`src/rtl/mul_seq_ctrl_if.sv`:
```
// mul_seq_ctrl_if
// Purpose: bundles the command and status signals of the sequential
// multiplier controller so one handle can pass between the datapath
// driver and the controller.
// Signals:
//   op_start   - request a new multiply
//   op_clear   - abort or acknowledge, returns controller to IDLE
//   op_radix4  - mode select (0 = 1 bit per step, 1 = 2 bits per step)
//   state      - current controller state (IDLE/LOAD/EXEC/DONE)
//   counter    - bit positions processed so far
//   load_en    - datapath operand-load strobe
//   step_en    - datapath add/shift strobe
//   shift2     - latched mode for the running operation
//   busy       - high in LOAD or EXEC
//   op_done    - level, high in DONE
//   done_pulse - single-cycle strobe on DONE entry
// Modports: master drives the commands, slave is the controller.
interface mul_seq_ctrl_if #(
  parameter int CNT_W = 7
);
  logic             op_start;
  logic             op_clear;
  logic             op_radix4;
  logic [1:0]       state;
  logic [CNT_W-1:0] counter;
  logic             load_en;
  logic             step_en;
  logic             shift2;
  logic             busy;
  logic             op_done;
  logic             done_pulse;

  modport master (
    output op_start, op_clear, op_radix4,
    input  state, counter, load_en, step_en, shift2, busy, op_done, done_pulse
  );

  modport slave (
    input  op_start, op_clear, op_radix4,
    output state, counter, load_en, step_en, shift2, busy, op_done, done_pulse
  );
endinterface

```
`src/rtl/mul_seq_ctrl.sv`:
```
// mul_seq_ctrl
// Purpose: control FSM for a sequential shift/add multiplier. Walks the
// multiplier operand one bit (radix-2) or two bits (radix-4) per EXEC
// cycle and reports completion.
// Ports:
//   clk     - single clock, rising edge
//   reset   - synchronous active-high reset
//   op_hold - EXEC stall request (only when MUL_SEQ_CTRL_HOLD_EN is defined)
//   bus     - mul_seq_ctrl_if.slave command/status bundle
// Parameters:
//   ITER_MAX - multiplier width in bits, even and >= 2
//   CNT_W    - counter width, 2**CNT_W > ITER_MAX
// Configuration:
//   MUL_SEQ_CTRL_HOLD_EN - when defined, adds op_hold which freezes EXEC.
module mul_seq_ctrl #(
  parameter int ITER_MAX = 64,
  parameter int CNT_W    = 7
) (
  input  logic clk,
  input  logic reset,
`ifdef MUL_SEQ_CTRL_HOLD_EN
  input  logic op_hold,
`endif
  mul_seq_ctrl_if.slave bus
);

  typedef enum logic [1:0] {
    S_IDLE = 2'b00,
    S_LOAD = 2'b01,
    S_EXEC = 2'b10,
    S_DONE = 2'b11
  } state_t;

  // One extra bit so the end-of-operation compare cannot wrap.
  localparam logic [CNT_W:0] ITER_LIM = (CNT_W+1)'(ITER_MAX);

  state_t           state_q, state_d;
  logic [CNT_W-1:0] counter_q, counter_d;
  logic             shift2_q, shift2_d;
  logic             first_q, first_d;
  logic [CNT_W:0]   count_next;
  logic             hold_exec;

  // Stall qualifier; tied off when the hold feature is not built in.
`ifdef MUL_SEQ_CTRL_HOLD_EN
  assign hold_exec = op_hold && (state_q == S_EXEC);
`else
  assign hold_exec = 1'b0;
`endif

  // Counter advance for this EXEC cycle, computed wide so the completion
  // test sees the true sum rather than a wrapped value.
  assign count_next = {1'b0, counter_q} + (shift2_q ? (CNT_W+1)'(2) : (CNT_W+1)'(1));

  // Next-state logic. op_clear overrides every state; any encoding that
  // is not a legal state falls back to IDLE. first_d marks the first
  // cycle of a DONE residency so done_pulse comes out of a flop.
  always_comb begin
    state_d   = state_q;
    counter_d = counter_q;
    shift2_d  = shift2_q;
    if (bus.op_clear) begin
      state_d   = S_IDLE;
      counter_d = '0;
      shift2_d  = 1'b0;
    end else begin
      case (state_q)
        S_IDLE: begin
          if (bus.op_start) begin
            state_d   = S_LOAD;
            counter_d = '0;
            shift2_d  = bus.op_radix4;
          end
        end
        S_LOAD: begin
          state_d   = S_EXEC;
          counter_d = '0;
        end
        S_EXEC: begin
          if (!hold_exec) begin
            if (count_next >= ITER_LIM) begin
              state_d   = S_DONE;
              counter_d = ITER_LIM[CNT_W-1:0];
            end else begin
              counter_d = count_next[CNT_W-1:0];
            end
          end
        end
        S_DONE: begin
          if (bus.op_start) begin
            state_d   = S_LOAD;
            counter_d = '0;
            shift2_d  = bus.op_radix4;
          end
        end
        default: begin
          state_d   = S_IDLE;
          counter_d = '0;
          shift2_d  = 1'b0;
        end
      endcase
    end
    first_d = (state_d == S_DONE) && (state_q != S_DONE);
  end

  // State register with synchronous reset.
  always_ff @(posedge clk) begin
    if (reset) begin
      state_q   <= S_IDLE;
      counter_q <= '0;
      shift2_q  <= 1'b0;
      first_q   <= 1'b0;
    end else begin
      state_q   <= state_d;
      counter_q <= counter_d;
      shift2_q  <= shift2_d;
      first_q   <= first_d;
    end
  end

  // Strobes decode only from registered state (plus the optional stall).
  assign bus.state      = state_q;
  assign bus.counter    = counter_q;
  assign bus.shift2     = shift2_q;
  assign bus.load_en    = (state_q == S_LOAD);
  assign bus.step_en    = (state_q == S_EXEC) && !hold_exec;
  assign bus.busy       = (state_q == S_LOAD) || (state_q == S_EXEC);
  assign bus.op_done    = (state_q == S_DONE);
  assign bus.done_pulse = (state_q == S_DONE) && first_q;

endmodule

```
`src/flat_wrapper.sv`:
```
// flat-port wrapper written by rule: the top's interface ports become plain ports
module mul_seq_ctrl_flat 
#(
  parameter int ITER_MAX = 64,
  parameter int CNT_W    = 7
)
  (clk, reset, bus_op_start, bus_op_clear, bus_op_radix4, bus_state, bus_counter, bus_load_en, bus_step_en, bus_shift2, bus_busy, bus_op_done, bus_done_pulse);
  mul_seq_ctrl_if #(.CNT_W(CNT_W)) bus_i ();
  input  logic clk;
  input  logic reset;
  input wire logic [$bits(bus_i.op_start)-1:0] bus_op_start;
  input wire logic [$bits(bus_i.op_clear)-1:0] bus_op_clear;
  input wire logic [$bits(bus_i.op_radix4)-1:0] bus_op_radix4;
  output wire logic [$bits(bus_i.state)-1:0] bus_state;
  output wire logic [$bits(bus_i.counter)-1:0] bus_counter;
  output wire logic [$bits(bus_i.load_en)-1:0] bus_load_en;
  output wire logic [$bits(bus_i.step_en)-1:0] bus_step_en;
  output wire logic [$bits(bus_i.shift2)-1:0] bus_shift2;
  output wire logic [$bits(bus_i.busy)-1:0] bus_busy;
  output wire logic [$bits(bus_i.op_done)-1:0] bus_op_done;
  output wire logic [$bits(bus_i.done_pulse)-1:0] bus_done_pulse;
  assign bus_i.op_start = bus_op_start;
  assign bus_i.op_clear = bus_op_clear;
  assign bus_i.op_radix4 = bus_op_radix4;
  assign bus_state = bus_i.state;
  assign bus_counter = bus_i.counter;
  assign bus_load_en = bus_i.load_en;
  assign bus_step_en = bus_i.step_en;
  assign bus_shift2 = bus_i.shift2;
  assign bus_busy = bus_i.busy;
  assign bus_op_done = bus_i.op_done;
  assign bus_done_pulse = bus_i.done_pulse;
  mul_seq_ctrl #(.ITER_MAX(ITER_MAX), .CNT_W(CNT_W)) u_core (.clk(clk), .reset(reset), .bus(bus_i));
endmodule
```
`config.mk`:
```
export PLATFORM = sky130hd
export DESIGN_NAME = mul_seq_ctrl_flat
export DESIGN_NICKNAME = d
export VERILOG_FILES = /design/src/rtl/mul_seq_ctrl_if.sv /design/src/rtl/mul_seq_ctrl.sv /design/src/flat_wrapper.sv
export SDC_FILE = /design/constraint.sdc
export NUM_CORES = 1
export LEC_CHECK = 0
export CAP_MARGIN = 20
export CORE_UTILIZATION = 49
export DETAILED_ROUTE_END_ITERATION = 10
export PLACE_DENSITY_LB_ADDON = 0.08
export SYNTH_ARGS = -nofsm -noshare
export SYNTH_HDL_FRONTEND = slang
export SYNTH_SLANG_ARGS = --single-unit
```
`constraint.sdc`:
```
create_clock -name clk -period 6.1 [get_ports clk]
set_input_delay 0.915 -clock clk [delete_from_list [all_inputs] [get_ports clk]]
set_output_delay 0.915 -clock clk [all_outputs]
set_load 0.01 [all_outputs]
```
======== After elaboration in Yosys (flattened, before gate mapping) ========
Index checks and enable logic that the tools add are counted.
storage, ports and cells
  bits of input ports ..................... 5
  register bits after elaboration ......... 11
  word-level logic and storage cells ...... 27
  output and inout port bits .............. 15
operators by class
  equal/unequal tests ..................... 6
  $add $sub $neg .......................... 1
  reductions and logical operators ........ 7
  $lt $le $gt $ge ......................... 1
  mux-type cells .......................... 8
operators by type and width
  operator                                                                count
  7-bit one-hot mux with 3 select lines                                   1
  7-bit 2-to-1 mux                                                        2
  7-bit by 8-bit adder with 8-bit output                                  1
  8-bit by 7-bit >= comparator with 1-bit output (second input constant)  1
  2-bit 2-to-1 mux                                                        4
  2-bit equality test (second input constant)                             3
  2-bit one-hot mux with 3 select lines                                   1
  2-bit OR reduction                                                      2
  2-bit by 1-bit equality test with 1-bit output (second input constant)  1
  1-bit logical AND                                                       2
  2-bit logical NOT                                                       1
  2-bit by 1-bit != test with 1-bit output (second input constant)        1
  2-bit != test (second input constant)                                   1
  2-bit AND reduction                                                     1
  1-bit logical OR                                                        1

======== Logic depth before layout (Yosys ltp) ========
Gate-level depths: netlist of run 1.
  depth after elaboration ................. 8
  depth in mapped cells ................... 10
  depth with buffers taken out ............ 9

======== Least setup slack after synthesis of run 1 ========
Ideal clock, no wire load.
  path kind ............................... register to register
  from .................................... register u_core.shift2_q (netlist: u_core.bus.shift2)
  to ...................................... register u_core.first_q
  arrival time ............................ 2.003 ns
  required time ........................... 5.997 ns
  cell stages (with the launch flop) ...... 11
  clock period less this slack ............ 2.106 ns
  library setup time ...................... 0.103 ns
  buffers on the path ..................... 1
  setup slack ............................. 3.994 ns
  cells stage by stage .................... dfxtp_1 > inv_1 > ha_1 > inv_1 > fa_1 > and3b_1 > buf_6 > a21oi_1 > a31oi_1 > o21ai_1 > a2111oi_2
on the way
  word-level cells in the longest chain between the ends .. 8
ends and longest elaborated chain
  item                                            line                 RTL
  from (decl)                                     mul_seq_ctrl.sv:39   logic shift2_q, shift2_d;
  from (signal assigned)                          mul_seq_ctrl.sv:116  shift2_q <= shift2_d;
  2-bit 2-to-1 mux                                mul_seq_ctrl.sv:53   assign count_next = {1'b0, counter_q} + (shift2_q ? (CNT_W+1)'(2) : (CNT_W+1)'(1));
  7-bit by 8-bit adder with 8-bit output          mul_seq_ctrl.sv:53
  8-bit by 7-bit >= comparator with 1-bit output  mul_seq_ctrl.sv:81   if (count_next >= ITER_LIM) begin
  2-bit 2-to-1 mux                                mul_seq_ctrl.sv:81
  2-bit one-hot mux with 3 select lines           mul_seq_ctrl.sv:67   case (state_q)
  2-bit 2-to-1 mux                                mul_seq_ctrl.sv:62   if (bus.op_clear) begin
  2-bit equality test                             mul_seq_ctrl.sv:103  first_d = (state_d == S_DONE) && (state_q != S_DONE);
  1-bit logical AND                               mul_seq_ctrl.sv:103
  to (signal assigned)                            mul_seq_ctrl.sv:117  first_q <= first_d;
  to (decl)                                       mul_seq_ctrl.sv:40   logic first_q, first_d;
No other way between the ends.
A chain may end at the register's enable or synchronous reset.

======== Worst setup path after layout of run 1 ========
  from .................................... input port bus_op_start
  to ...................................... register u_core.first_q
on the way
  word-level cells in the longest chain between the ends .. 5
ends and longest elaborated chain
  item                                   line                                    RTL
  from (decl)                            flat_wrapper.sv:11                      input wire logic [$bits(bus_i.op_start)-1:0] bus_op_start;
  2-bit 2-to-1 mux                       mul_seq_ctrl.sv:69, mul_seq_ctrl.sv:90
  2-bit one-hot mux with 3 select lines  mul_seq_ctrl.sv:67
  2-bit 2-to-1 mux                       mul_seq_ctrl.sv:62
  2-bit equality test                    mul_seq_ctrl.sv:103
  1-bit logical AND                      mul_seq_ctrl.sv:103
No other way between the ends.

==> flow_results.org, run 1 <==
** Layout
- FILL cells :: between 100 and 150
- Synth-to-Final Area Change :: 30.55%
- Net count of the finished layout :: approximately 110
- Summing all flip-flop and latch instances after layout gives 220.2 um2.
- Proportion of layout cells with a drive suffix above 1 :: around 8.8%
- Final non-filler cell area :: 919.6 um2
- Summing all multi-input logic gate instances after layout gives 434.2 um2.
- Measured on the finished design, the core utilization comes to a little over two thirds.
- Diode insertion count for antenna repair :: 0

** Worst setup path
- R2r worst-path depth :: 9
- Startpoint Class :: primary input
- Category of the most critical setup path :: primary input to register
- WP data arrival :: about 2.8 ns
- Register-to-register setup slack :: ~3.7 ns
- Crit. End Element :: register
- The largest single stage delay on the critical path is 0.70 ns.
- The startpoint identified for the worst register-to-register timing path is u_core.bus.shift2.
- Among all stages on the critical path, the largest delay is contributed by nor2b_1.
- The critical path contains buffers and inverters numbering 2 combined.
- Traced cell by cell, the critical path runs through clkdlybuf4s50_1 -> nor2b_1 -> a211oi_1 -> nor2_1 -> inv_1 -> a2111oi_2.
- For the worst setup path, the data required time is about 6.3 ns.
- Crit-path max FO :: 15
- In this design, the largest share of critical-path delay is due to simple AND/OR/NAND/NOR gates.
- The endpoint identified for the worst register-to-register timing path is u_core.first_q.

** STA
- Minimum clock period after layout :: 2.633 ns
- The total count of max-transition violations in the final report came to 0.
- Number of failing setup endpoints in the final timing report :: 0
- Final setup TNS :: 0 ns
- The number of endpoints with negative hold slack in the final report came to 0.
- At the pin with the least slew margin, the transition time is just under 0.9 ns.
- Headroom to the max-slew limit came out at 41.49%.
- Setup repair after global routing left no endpoint under its margin.
- Hold slack :: between 0.4 and 0.5 ns
- Skew final :: between 0.005 and 0.006 ns
- The worst path meets setup with 3.467 ns of slack.
- Fmax achieved :: around 0.38 GHz
- Final worst path period share :: a little over two fifths

** Clocking
- After clock tree synthesis, the repair step resized 0 gates.
- The clock passes through at most 2 buffers.
- Clk pin slew, worst setup/hold paths :: around 0.080 ns
- Clock tree from TritonCTS :: done
- TritonCTS created 3 clock buffers.
- The number of hold buffers added after CTS was 0.
- In this run the number of H-tree levels came out at 1.
- Clock tree synthesis selected as its root buffer the cell clkbuf_4.
- Clock sink count :: 11
- Buffers inserted by post-CTS timing repair :: 0
- The clock reaches the later pin of the worst-skew pair after 0.26 ns.

** Worst hold path
- Worst hold path depth :: 2
- Tightest Hold Check Type :: register to register
- Origin of the worst min-delay path :: u_core.bus.counter[0]
- Hold endpoint :: u_core.bus.counter[0]

** Drt
- 1st-iter DRT viols :: 12
- Before antenna repair, the detailed router went through 4 iterations.
- Antenna viol nets, final :: 0
- Average wire per cell in the routed design :: 12.36 um
- Via density per instance :: approximately 5.5
- The final layout contains routed wiring with a total length of between 1000 and 1500 um.
- For this run, design rule violations remaining after detail routing come to 0.
- Routed via count :: 639

** Place
- The placed instances occupy a cell area of a little under 900 um2.
- During placement, the flow inserted port buffers numbering 19.
- Prior to clock tree synthesis, the placed netlist has a worst setup slack of between 3 and 4 ns.
- The congestion estimate from routability-driven global placement came to ~0.77.
- Detailed placement ended at an HPWL of around 1000 um.

** Run
- Total of max-cap violations :: 0

** Logic synthesis
- Cell area after synthesis :: 704.4 um2
- Seq cells post-synth :: 11
- Post-Syn Instances :: approximately 80
- Number of distinct standard cells referenced by the synthesized netlist :: 34
- Synthesis Warnings :: 0
- The number of nets handed over by synthesis was 93.
- Syn avg cell area :: around 8.6 um2
- Register area share after synthesis :: 31.26%

** Global route
- Total global routing track utilization :: 19.35%
- Number of global-route vias before repair :: 490
- Largest net degree at the start of global routing :: 16
- Total global routing overflow :: 0
- First-pass GRT wire length :: approximately 2000 um
- Antenna violations before repair :: 0

** Die
- Die Footprint :: 1593 um2
- Row cnt :: 13
- Die Span Y :: approximately 40 um
- I/O pin total :: 20
- Measured along the x axis, the die boundary spans about 40 um.
- Initial Utilization :: 53.47%
- In this run the standard cell core region covers roughly 1300 um2.

** Outcome
- The flow ran to the end, and the final reports show no timing, DRC or antenna violations.

** Power and ir drop
- The worst-case IR drop observed on VDD is around 0.098 mV.
- In this run the power density over the cells is about 160 nW/um2.
- Pleak :: 0.3282 nW
-- report_power, final --
group          total (mW)  internal [mW]  leakage, nW  switching (mW)
clock network      0.0504         0.0253       0.0150          0.0251
logic              0.0189        0.00897        0.224         0.00996
registers          0.0738         0.0727       0.0889         0.00114
total               0.143          0.107        0.328          0.0362
-- metal layers --
metal  part of all wire (%)  up-vias  track usage [%]
li1                       -      334                -
met1                     53      290            26.87
met2                     42       13            26.61
met3                    3.8        2            5.114
met4                   0.83        0            10.34
met5                      0        -                0
-- state kept, by name (all words and copies together), names as in the netlist --
register and flops:
u_core.bus.counter 7, u_core.bus.state 2, u_core.bus.shift2 1, u_core.first_q 1
-- worst max-delay path by stage --
stage | from | to | slack (ns) | cells after the start
global route | bus_op_start | u_core.first_q | 3.36 | 6
CTS | bus_op_start | u_core.first_q | 3.48 | 6
detailed placement | bus_op_start | u_core.first_q | 3.23 | 6
global placement | bus_op_start | u_core.first_q | 3.31 | 6
finish | bus_op_start | u_core.first_q | 3.47 | 6
floorplan | u_core.bus.shift2 | u_core.first_q | 3.99 | 10
-- cells in the final DEF, fill, tap and decap left out --
master	instances
nor2b_1	1
a2111oi_2	1
a211oi_1	2
fa_1	1
or4_1	4
and3b_1	1
a21oi_1	9
or3_1	1
o21ai_1	2
a31o_1	1
and3_2	1
nand4_1	1
nand2b_1	1
ha_1	5
nor3b_1	1
and3_4	1
dfxtp_1	11
or2_1	1
a31oi_4	1
and2_1	1
nor2_1	5
o2bb2a_1	1
nand3_1	4
or3b_1	1
a21o_1	1
a21oi_4	1
a31oi_1	1
clkbuf_1	1
clkdlybuf4s50_1	19
and2_4	1
nand2_1	6
clkbuf_4	3
inv_1	8
o21ai_0	3
-- cells in the mapped netlist (all sizes together) --
library cell	instances	area, um2
dfxtp	11	220.2
a21oi	10	61.31
inv	8	30.03
nand2	6	22.52
ha	5	62.56
nor2	5	18.77
o21ai	5	25.02
nand3	4	20.02
or4	4	30.03
a211oi	2	15.01
a31oi	2	27.53
and2	2	15.02
and3	2	18.77
buf	2	16.26
a2111oi	1	15.01
a21o	1	7.510
a31o	1	8.760
and3b	1	8.760
clkbuf	1	3.750
fa	1	20.02
nand2b	1	6.260
nand4	1	6.260
nor2b	1	6.260
nor3b	1	7.510
o2bb2a	1	10.01
or2	1	6.260
or3	1	6.260
or3b	1	8.760
-- worst min-delay path: stages (launching register included) --
cell     delay [ns]
dfxtp_1        0.33
nand2_1        0.06
a21oi_1        0.05
-- cell families after synthesis --
logic type               Yosys count  synth area share [%]
AND/OR/NAND/NOR                   31                 25.76
flip-flops                        11                 31.26
AO/OA/AOI/OAI                     23                 24.16
buffers and inverters             11                 7.104
adder cells (fa/ha/maj)            6                 11.72
-- area by class of cell --
cell class | instances | share of cell area, %
Clock buffer | 4 | 2.857
Inverter | 8 | 3.265
Multi-Input combinational cell | 60 | 47.21
Sequential cell | 11 | 23.95
Tap cell | 15 | 2.041
Timing Repair Buffer | 19 | 20.68
-- per-stage QoR --
| stage | cells | power (mW) |
|---|---|---|
| after detailed placement | 113 | 0.09438 |
| after CTS | 117 | 0.1445 |
| after global placement | 113 | 0.09429 |
| after floorplan | 82 | 0.08597 |
| after global routing | 117 | 0.1493 |
| final | 117 | 0.1431 |
No activity file was read; power rests on OpenSTA's default activity.
==> run 2, diff against run 1 <==
CORE_UTILIZATION = 41   (was 49)
clock period = 2.2 ns   (was 6.1 ns; I/O delays follow)
==> run 2 against run 1 <==
Effect of this change: the run now ends with design-rule violations left; die area increased by 18%; global-route usage decreased by 1.3 points; total power increased to 2.9 times the previous value; sequential cell count unchanged; combinational power increased to 3.2 times the previous value; core utilization decreased by 6.9 points; clock skew decreased by 0.0043 ns.
==> flow_results.org, run 2 (synthesized netlist as in run 1, its figures left out) <==
** Outcome
- Run status :: complete, but fails checks (was finished clean)
- The final reports fail on design-rule violations.

** Drt
- Post-route DRC violation count :: 2 (was 0)
- First-pass iteration count of the detailed router :: 7 (was 4)
- The vias per cell is 5.439 (was 5.462).
- The detail-routed net length per standard cell was 12.28 um (was 12.36 um).
- The number of DRC violations after detailed-routing iteration 0 was 8 (was 12).
- The antenna violation net count after detailed routing came to 0 (unchanged).
- The count of vias placed by the detailed router came to 669 (was 639).
- Final wirelength :: 1510 um (was 1446 um)

** Clocking
- Clock tree from TritonCTS :: done (unchanged)
- Root buffer cell :: clkbuf_4 (unchanged)
- Clk_lat worst skew :: 0.27 ns (was 0.26 ns)
- The number of sinks handled by clock tree synthesis is 11 (unchanged).
- The number of setup buffers added after CTS came to 0 (unchanged).
- The clock slew at the register clock pins of the worst setup and hold paths came to 0.08 ns (about the same).
- Deepest clock path buffer count :: 2 (unchanged)
- Inserted Clock Buffers :: 3 (unchanged)
- The H-tree depth came to 1 (unchanged).

** Place
- Detail Placement HPWL :: 1084 um (was 1018 um)
- The routability-driven placement congestion ratio was 0.7820 (was 0.7748).
- Worst Setup Slack post-DPL :: 0.04551 ns (was 3.228 ns)
- Post-DP Area :: 932.1 um2 (was 893.4 um2)
- The count of input and output buffers was 19 (unchanged).

** Worst setup path
- Category of the most critical setup path :: register to register (was primary input to register)
- The cell class contributing the biggest share of worst-path delay is simple AND/OR/NAND/NOR gates (unchanged).
- The count of buffering cells on the critical path with inverters included was 3 (was 2).
- Counting stages on the worst path, the most repeated cell is inv_2.
- Ordered list of cells on the worst path :: inv_2 -> ha_2 -> inv_2 -> fa_2 -> and3b_2 -> buf_4 -> a21oi_4 -> a31oi_4 -> or4_4 -> a21oi_2 (was clkdlybuf4s50_1 -> nor2b_1 -> a211oi_1 -> nor2_1 -> inv_1 -> a2111oi_2)
- The slowest library cell on the worst path is or4_4 (was nor2b_1).
- The cell count along the critical path is 10 (was 6).
- The top fanout value on the critical path was 7 (was 15).
- Crit. End Element :: register (unchanged)
- Startpoint Class :: register (was primary input)
- R2r worst-path depth :: 10 (was 9)
- The data required time of the critical path was 2.41 ns (was 6.26 ns).
- WP data arrival :: 2.27 ns (was 2.79 ns)
- The delay of the slowest cell on the worst path is 0.44 ns (was 0.70 ns).

** Global route
- Antenna violations before repair :: 0 (unchanged)
- The global-route wire length before repair came to 2601 um (was 2007 um).
- The via count of the first global-routing pass came to 608 (was 490).
- Largest net degree at the start of global routing :: 16 (unchanged)
- Total global routing track utilization :: 18.07% (was 19.35%)
- Total global routing overflow :: 0 (unchanged)

** Die
- The I/O pin count is 20 (unchanged).
- Row cnt :: 14 (was 13)
- Total core area :: 1559 um2 (was 1318 um2)
- The floorplan die height was 43.45 um (was 39.92 um).
- Die Footprint :: 1888 um2 (was 1593 um2)
- The initial cell density of the core is 45.18% (was 53.47%).
- The width of the die is 43.45 um (was 39.92 um).

** STA
- Fmax achieved :: 0.4855 GHz
- Minimum clock period after layout :: 2.060 ns
- Worst slew margin relative to its limit :: 79.24% (was 41.49%)
- Number of failing setup endpoints in the final timing report :: 0 (unchanged)
- RSZ-0062 raised after global routing: false (unchanged).
- The total count of max-transition violations in the final report came to 0 (unchanged).
- Skew final :: 0.001145 ns (was 0.005443 ns)
- Number of hold violations in the final report :: 0 (unchanged)
- Final setup TNS :: 0 ns (unchanged)
- The setup slack of the critical path after layout is 0.1401 ns (was 3.467 ns).
- The worst path uses roughly 94% of the clock period.
- The transition at the pin with the smallest max-transition slack is 0.3081 ns (was 0.8759 ns).

** Layout
- The area added between synthesis and finish came to 39.25% (was 30.55%).
- FILL cells :: 143 (was 114)
- The summed area of non-filler cells in the final layout is 980.9 um2 (was 919.6 um2).
- The diode insertion count for antenna repair came to 0 (unchanged).
- The commonest non-fill, non-tap cell in the layout is clkdlybuf4s50_1 (unchanged).
- The flip-flop count of the largest register after layout is 7 (unchanged).
- Top library cells by usage in the layout, fill and taps aside: clkdlybuf4s50_1, dfxtp_1, a21oi_1 (unchanged).
- Proportion of layout cells with a drive suffix above 1 :: 22.43% (was 8.824%)
- The total number of nets in the final design is 119 (was 114).

** Power and ir drop
- Pleak :: 0.3557 nW (was 0.3282 nW)
- Max IR drop VDD :: 0.1854 mV (was 0.09792 mV)
- Net switching power :: 110.8 uW (was 36.21 uW)
- The share of total power in sequential cells came to 49.3% (was 51.6%).
- Sum of internal, switching and leakage power :: 412.9 uW (was 143.1 uW)
- PwrDens :: 420.9 nW/um2 (was 155.7 nW/um2)
- Switching share of total power :: 26.85% (was 25.30%)
- Clock network fraction of design power :: 35.9% (was 35.2%)
- The total internal power was 302.0 uW (was 106.9 uW).
- Logic gate share of total power :: 14.8% (was 13.2%)

** Run
- Total of max-cap violations :: 0 (unchanged)

** Worst hold path
- The class of the worst hold path is register to register (unchanged).
- The hold-critical path depth is 2 (unchanged).
==> run 2: cell type report <==
| cell class | instances | area [um2] | area share, % |
|---|---|---|---|
| Clock buffer | 4 | 26.28 | 2.679 |
| Inverter | 8 | 30.03 | 3.061 |
| Tap cell | 16 | 20.02 | 2.041 |
| Sequential cell | 11 | 221.5 | 22.58 |
| Multi-Input combinational cell | 60 | 455.4 | 46.43 |
| Timing Repair Buffer | 24 | 227.7 | 23.21 |
==> run 2: through the flow <==
step / std cells / hold slack [ns] / util, %
final: 123 / 0.4861 / 62.92
after global routing: 123 / 0.5276 / 62.92
after CTS: 123 / 0.4825 / 61.48
after detailed placement: 119 / 0.4735 / 59.79
after global placement: 119 / 0.4668 / 59.79
after floorplan: 82 / 0.4775 / -
==> run 2: power groups by stage <==
stage	Combinational (mW)	Sequential (mW)	Clock [mW]
2_1_floorplan	0.0284	0.210	0
3_3_place_gp	0.0601	0.208	0
3_5_place_dp	0.0600	0.208	0
4_1_cts	0.0606	0.203	0.155
5_1_grt	0.0678	0.204	0.161
6_report	0.0613	0.203	0.148
==> run 2: worst min-delay path, stage by stage (launching register included) <==
cell and delay (ns):
dfxtp_1 0.33, nand2_1 0.06, a21oi_1 0.05
==> run 2: worst paths after layout <==
path	start	endpoint	slack (ns)
setup / recovery	u_core.bus.shift2	u_core.bus.counter[4]	0.14
hold / removal	u_core.bus.counter[0]	u_core.bus.counter[0]	0.49
setup reg to reg	u_core.bus.shift2	u_core.bus.counter[4]	0.14
hold reg to reg	u_core.bus.counter[0]	u_core.bus.counter[0]	0.49
==> run 2: metal layers <==
metal	track usage (%)	part of all wire (%)
met5	0	0
met2	28.18	46
met1	25.13	49
met3	2.500	4.1
met4	7.500	0.66
==> run 2: timing repair <==
item | in CTS | in global routing
hold buffers | 0 | 0
gates resized for setup | 0 | 10
setup endpoints to repair | 0 | 8
==> run 3, diff against run 2 <==
CORE_UTILIZATION = 35   (was 41)
GPL_TIMING_DRIVEN = 0   (was not set)
==> run 3 against run 2 <==
Effect of this change: the run now ends clean; via count shrank 2.4%; clock-buffer cell count is the same; critical path depth is the same; core utilization shrank 6.5 points; critical path type unchanged; critical endpoint is now u_core.first_q; highest routed layer unchanged.
==> flow_results.org, run 3 (synthesized netlist as in run 1, its figures left out) <==
** Outcome
- Run status :: finished clean (was complete, but fails checks)

** Place
- The number of placed instances with taps included was 126 (was 119).
- Final GP Congestion :: 0.7822 (was 0.7820)
- Detail Placement HPWL :: 1104 um (was 1084 um)
- The worst setup slack before clock tree synthesis is -0.05750 ns (was 0.04551 ns).
- Port Buffer Count :: 19 (unchanged)
- Post-DP Area :: 925.9 um2 (was 932.1 um2)

** Die
- Die Footprint :: 2196 um2 (was 1888 um2)
- The width of the die is 46.86 um (was 43.45 um).
- Initial Utilization :: 39.10% (was 45.18%)
- The floorplan die height is 46.86 um (was 43.45 um).
- Row cnt :: 15 (was 14)
- I/O pin total :: 20 (unchanged)
- The core area was 1802 um2 (was 1559 um2).

** Drt
- First-pass iteration count of the detailed router :: 3 (was 7)
- Routed via count :: 653 (was 669)
- The number of DRC violations after detailed routing was 0 (was 2).
- Final wirelength :: 1563 um (was 1510 um)
- The vias per cell was 4.910 (was 5.439).
- The detail-routed net length per standard cell came to 11.75 um (was 12.28 um).
- Antenna viol nets, final :: 0 (unchanged)
- 1st-iter DRT viols :: 5 (was 8)

** Clocking
- The clock root buffer was clkbuf_4 (unchanged).
- The CTS buffer count was 3 (unchanged).
- The TritonCTS clock tree was done (unchanged).
- The total of hold buffers inserted after clock tree synthesis was 0 (unchanged).
- The number of buffers on the longest clock path is 2 (unchanged).
- The number of sinks handled by clock tree synthesis came to 11 (unchanged).
- The H-tree depth was 1 (unchanged).
- The clock latency reported for the late side of the worst-skew pair is 0.27 ns (about the same).
- Clk pin slew, worst setup/hold paths :: 0.07 ns (was 0.08 ns)

** Worst setup path
- The critical path start-end classification is register to register (unchanged).
- The endpoint class of the critical path is a register (unchanged).
- The data required time of the critical path is 2.37 ns (was 2.41 ns).
- Critical-path top delay cell :: dfxtp_4 (was or4_4)
- Ordered list of cells on the worst path: inv_4 -> ha_4 -> inv_2 -> fa_2 -> and3b_1 -> buf_6 -> a21oi_2 -> a31oi_1 -> o21ai_2 -> a2111oi_2 (was inv_2 -> ha_2 -> inv_2 -> fa_2 -> and3b_2 -> buf_4 -> a21oi_4 -> a31oi_4 -> or4_4 -> a21oi_2).
- The top fanout value on the critical path was 6 (was 7).
- The flop-to-flop setup slack was 0.1 ns (was 0.14 ns).
- WP data arrival :: 2.27 ns (about the same)
- The startpoint kind of the worst setup timing path is a register (unchanged).
- The cell class contributing the biggest share of worst-path delay is compound AO/OA/AOI/OAI gates (was simple AND/OR/NAND/NOR gates).
- The count of buffering cells on the critical path with inverters included is 3 (unchanged).
- The delay of the slowest cell on the worst path was 0.36 ns (was 0.44 ns).

** Power and ir drop
- The fraction of power consumed by the clock network was 34.9% (was 35.9%).
- Switching share of total power :: 25.70% (was 26.85%)
- Logic gate share of total power :: 14.4% (was 14.8%)
- Sum of internal, switching and leakage power :: 403.1 uW (was 412.9 uW)
- Pleak :: 0.3637 nW (was 0.3557 nW)
- The share of total power in sequential cells is 50.7% (was 49.3%).
- Max IR drop VDD :: 0.3032 mV (was 0.1854 mV)
- Internal power summed over all cells :: 299.5 uW (was 302.0 uW)
- The switching component of the power is 103.6 uW (was 110.8 uW).
- The power density over the cells came to 396.3 nW/um2 (was 420.9 nW/um2).

** STA
- Skew final :: 0.004451 ns (was 0.001145 ns)
- The number of endpoints with negative hold slack in the final report came to 0 (unchanged).
- The post-route minimum period is 2.101 ns (was 2.060 ns).
- Max Slew Vio Count :: 0 (unchanged)
- Hold slack :: 0.4884 ns (was 0.4861 ns)
- The maximum clock frequency came to 0.4759 GHz (was 0.4855 GHz).
- The final number of setup-violating endpoints is 0 (unchanged).
- The setup slack of the critical path after layout came to 0.09880 ns (was 0.1401 ns).
- The normalized max-slew margin came to 74.15% (was 79.24%).
- The summed negative setup slack over all endpoints was 0 ns (unchanged).
- RSZ-0062 raised after global routing :: true (was false)
- The transition at the pin with the smallest max-transition slack is 0.3870 ns (was 0.3081 ns).
- Final worst path period share :: 95.51% (was 93.63%)

** Layout
- Top library cells by usage in the layout, fill and taps aside :: clkdlybuf4s50_1, dfxtp_1, inv_1, nand2_1, a21oi_1 (was clkdlybuf4s50_1, dfxtp_1, a21oi_1)
- Leading cell type in the layout, fill and taps excluded :: clkdlybuf4s50_1 (unchanged)
- Net count of the finished layout :: 120 (was 119)
- Multi-input gate area in the final layout :: 467.9 um2 (was 455.4 um2)
- The area added between synthesis and finish came to 44.41% (was 39.25%).
- Final non-filler cell area :: 1017 um2 (was 980.9 um2)
- The number of cells in the finished layout apart from fillers is 133 (was 123).
- The fraction of final layout cells with drive strength greater than 1 is 24.07% (was 22.43%).
- Largest register FFs :: 7 (unchanged)
- The register area came to 225.2 um2 (was 221.5 um2).
- The post-layout utilization of the core is 56.46% (was 62.92%).
- The diode insertion count for antenna repair is 0 (unchanged).
- FILL cells :: 188 (was 143)

** Run
- Total of max-cap violations :: 0 (unchanged)

** Global route
- The total routing usage reported by global routing is 16.03% (was 18.07%).
- The global-route wire length before repair came to 2490 um (was 2601 um).
- The residual overflow from global routing came to 0 (unchanged).
- The via count of the first global-routing pass was 560 (was 608).
- The maximum number of pins on one net before global-route repair came to 11 (was 16).
- The initial antenna violation count was 0 (unchanged).

** Worst hold path
- Tightest Hold Check Type :: register to register (unchanged)
## run 3: area by class of cell
class / count / share of cell area (%)
well taps: 25 / 3.075
clock buffers: 4 / 2.583
plain buffers: 3 / 2.091
inverters: 8 / 3.198
multi-input cells: 60 / 46.00
repair buffers: 22 / 20.91
flip-flops and latches: 11 / 22.14
## run 3: timing repair
| item | 4_1_cts | 5_1_grt |
|---|---|---|
| pin swaps | 2 | 4 |
| resized for setup | 2 | 14 |
| setup buffers | 0 | 3 |
| endpoints found under the setup margin | 1 | 6 |
## run 3: path summary, 6_finish.rpt
| path | from | end | cells after the start |
|---|---|---|---|
| worst max register to register | u_core.bus.shift2 | u_core.first_q | 10 |
| worst min register to register | u_core.bus.counter[0] | u_core.bus.counter[0] | 2 |
| worst min-delay path | u_core.bus.counter[0] | u_core.bus.counter[0] | 2 |
| worst max-delay path | u_core.bus.shift2 | u_core.first_q | 10 |
## run 3: per-layer routing
layer	GRT usage (%)	part of all wire, %	up-vias
li1	-	-	344
met1	22.97	45	293
met2	22.22	49	14
met3	5.769	4.7	2
met4	5.143	0.83	0
met5	0	0	-
## run 3: power by group through the flow
stage | sequential (mW) | clock (mW) | combinational, mW
final | 0.204 | 0.141 | 0.0580
after global routing | 0.205 | 0.158 | 0.0649
after CTS | 0.205 | 0.148 | 0.0547
after detailed placement | 0.210 | 0 | 0.0543
after global placement | 0.209 | 0 | 0.0543
after floorplan | 0.210 | 0 | 0.0284
## run 3: worst reg2reg max path, cell delays in order, from the launching register on
cell	delay [ns]
dfxtp_4	0.36
inv_4	0.06
ha_4	0.12
inv_2	0.04
fa_2	0.36
and3b_1	0.23
buf_6	0.13
a21oi_2	0.05
a31oi_1	0.20
o21ai_2	0.09
a2111oi_2	0.36
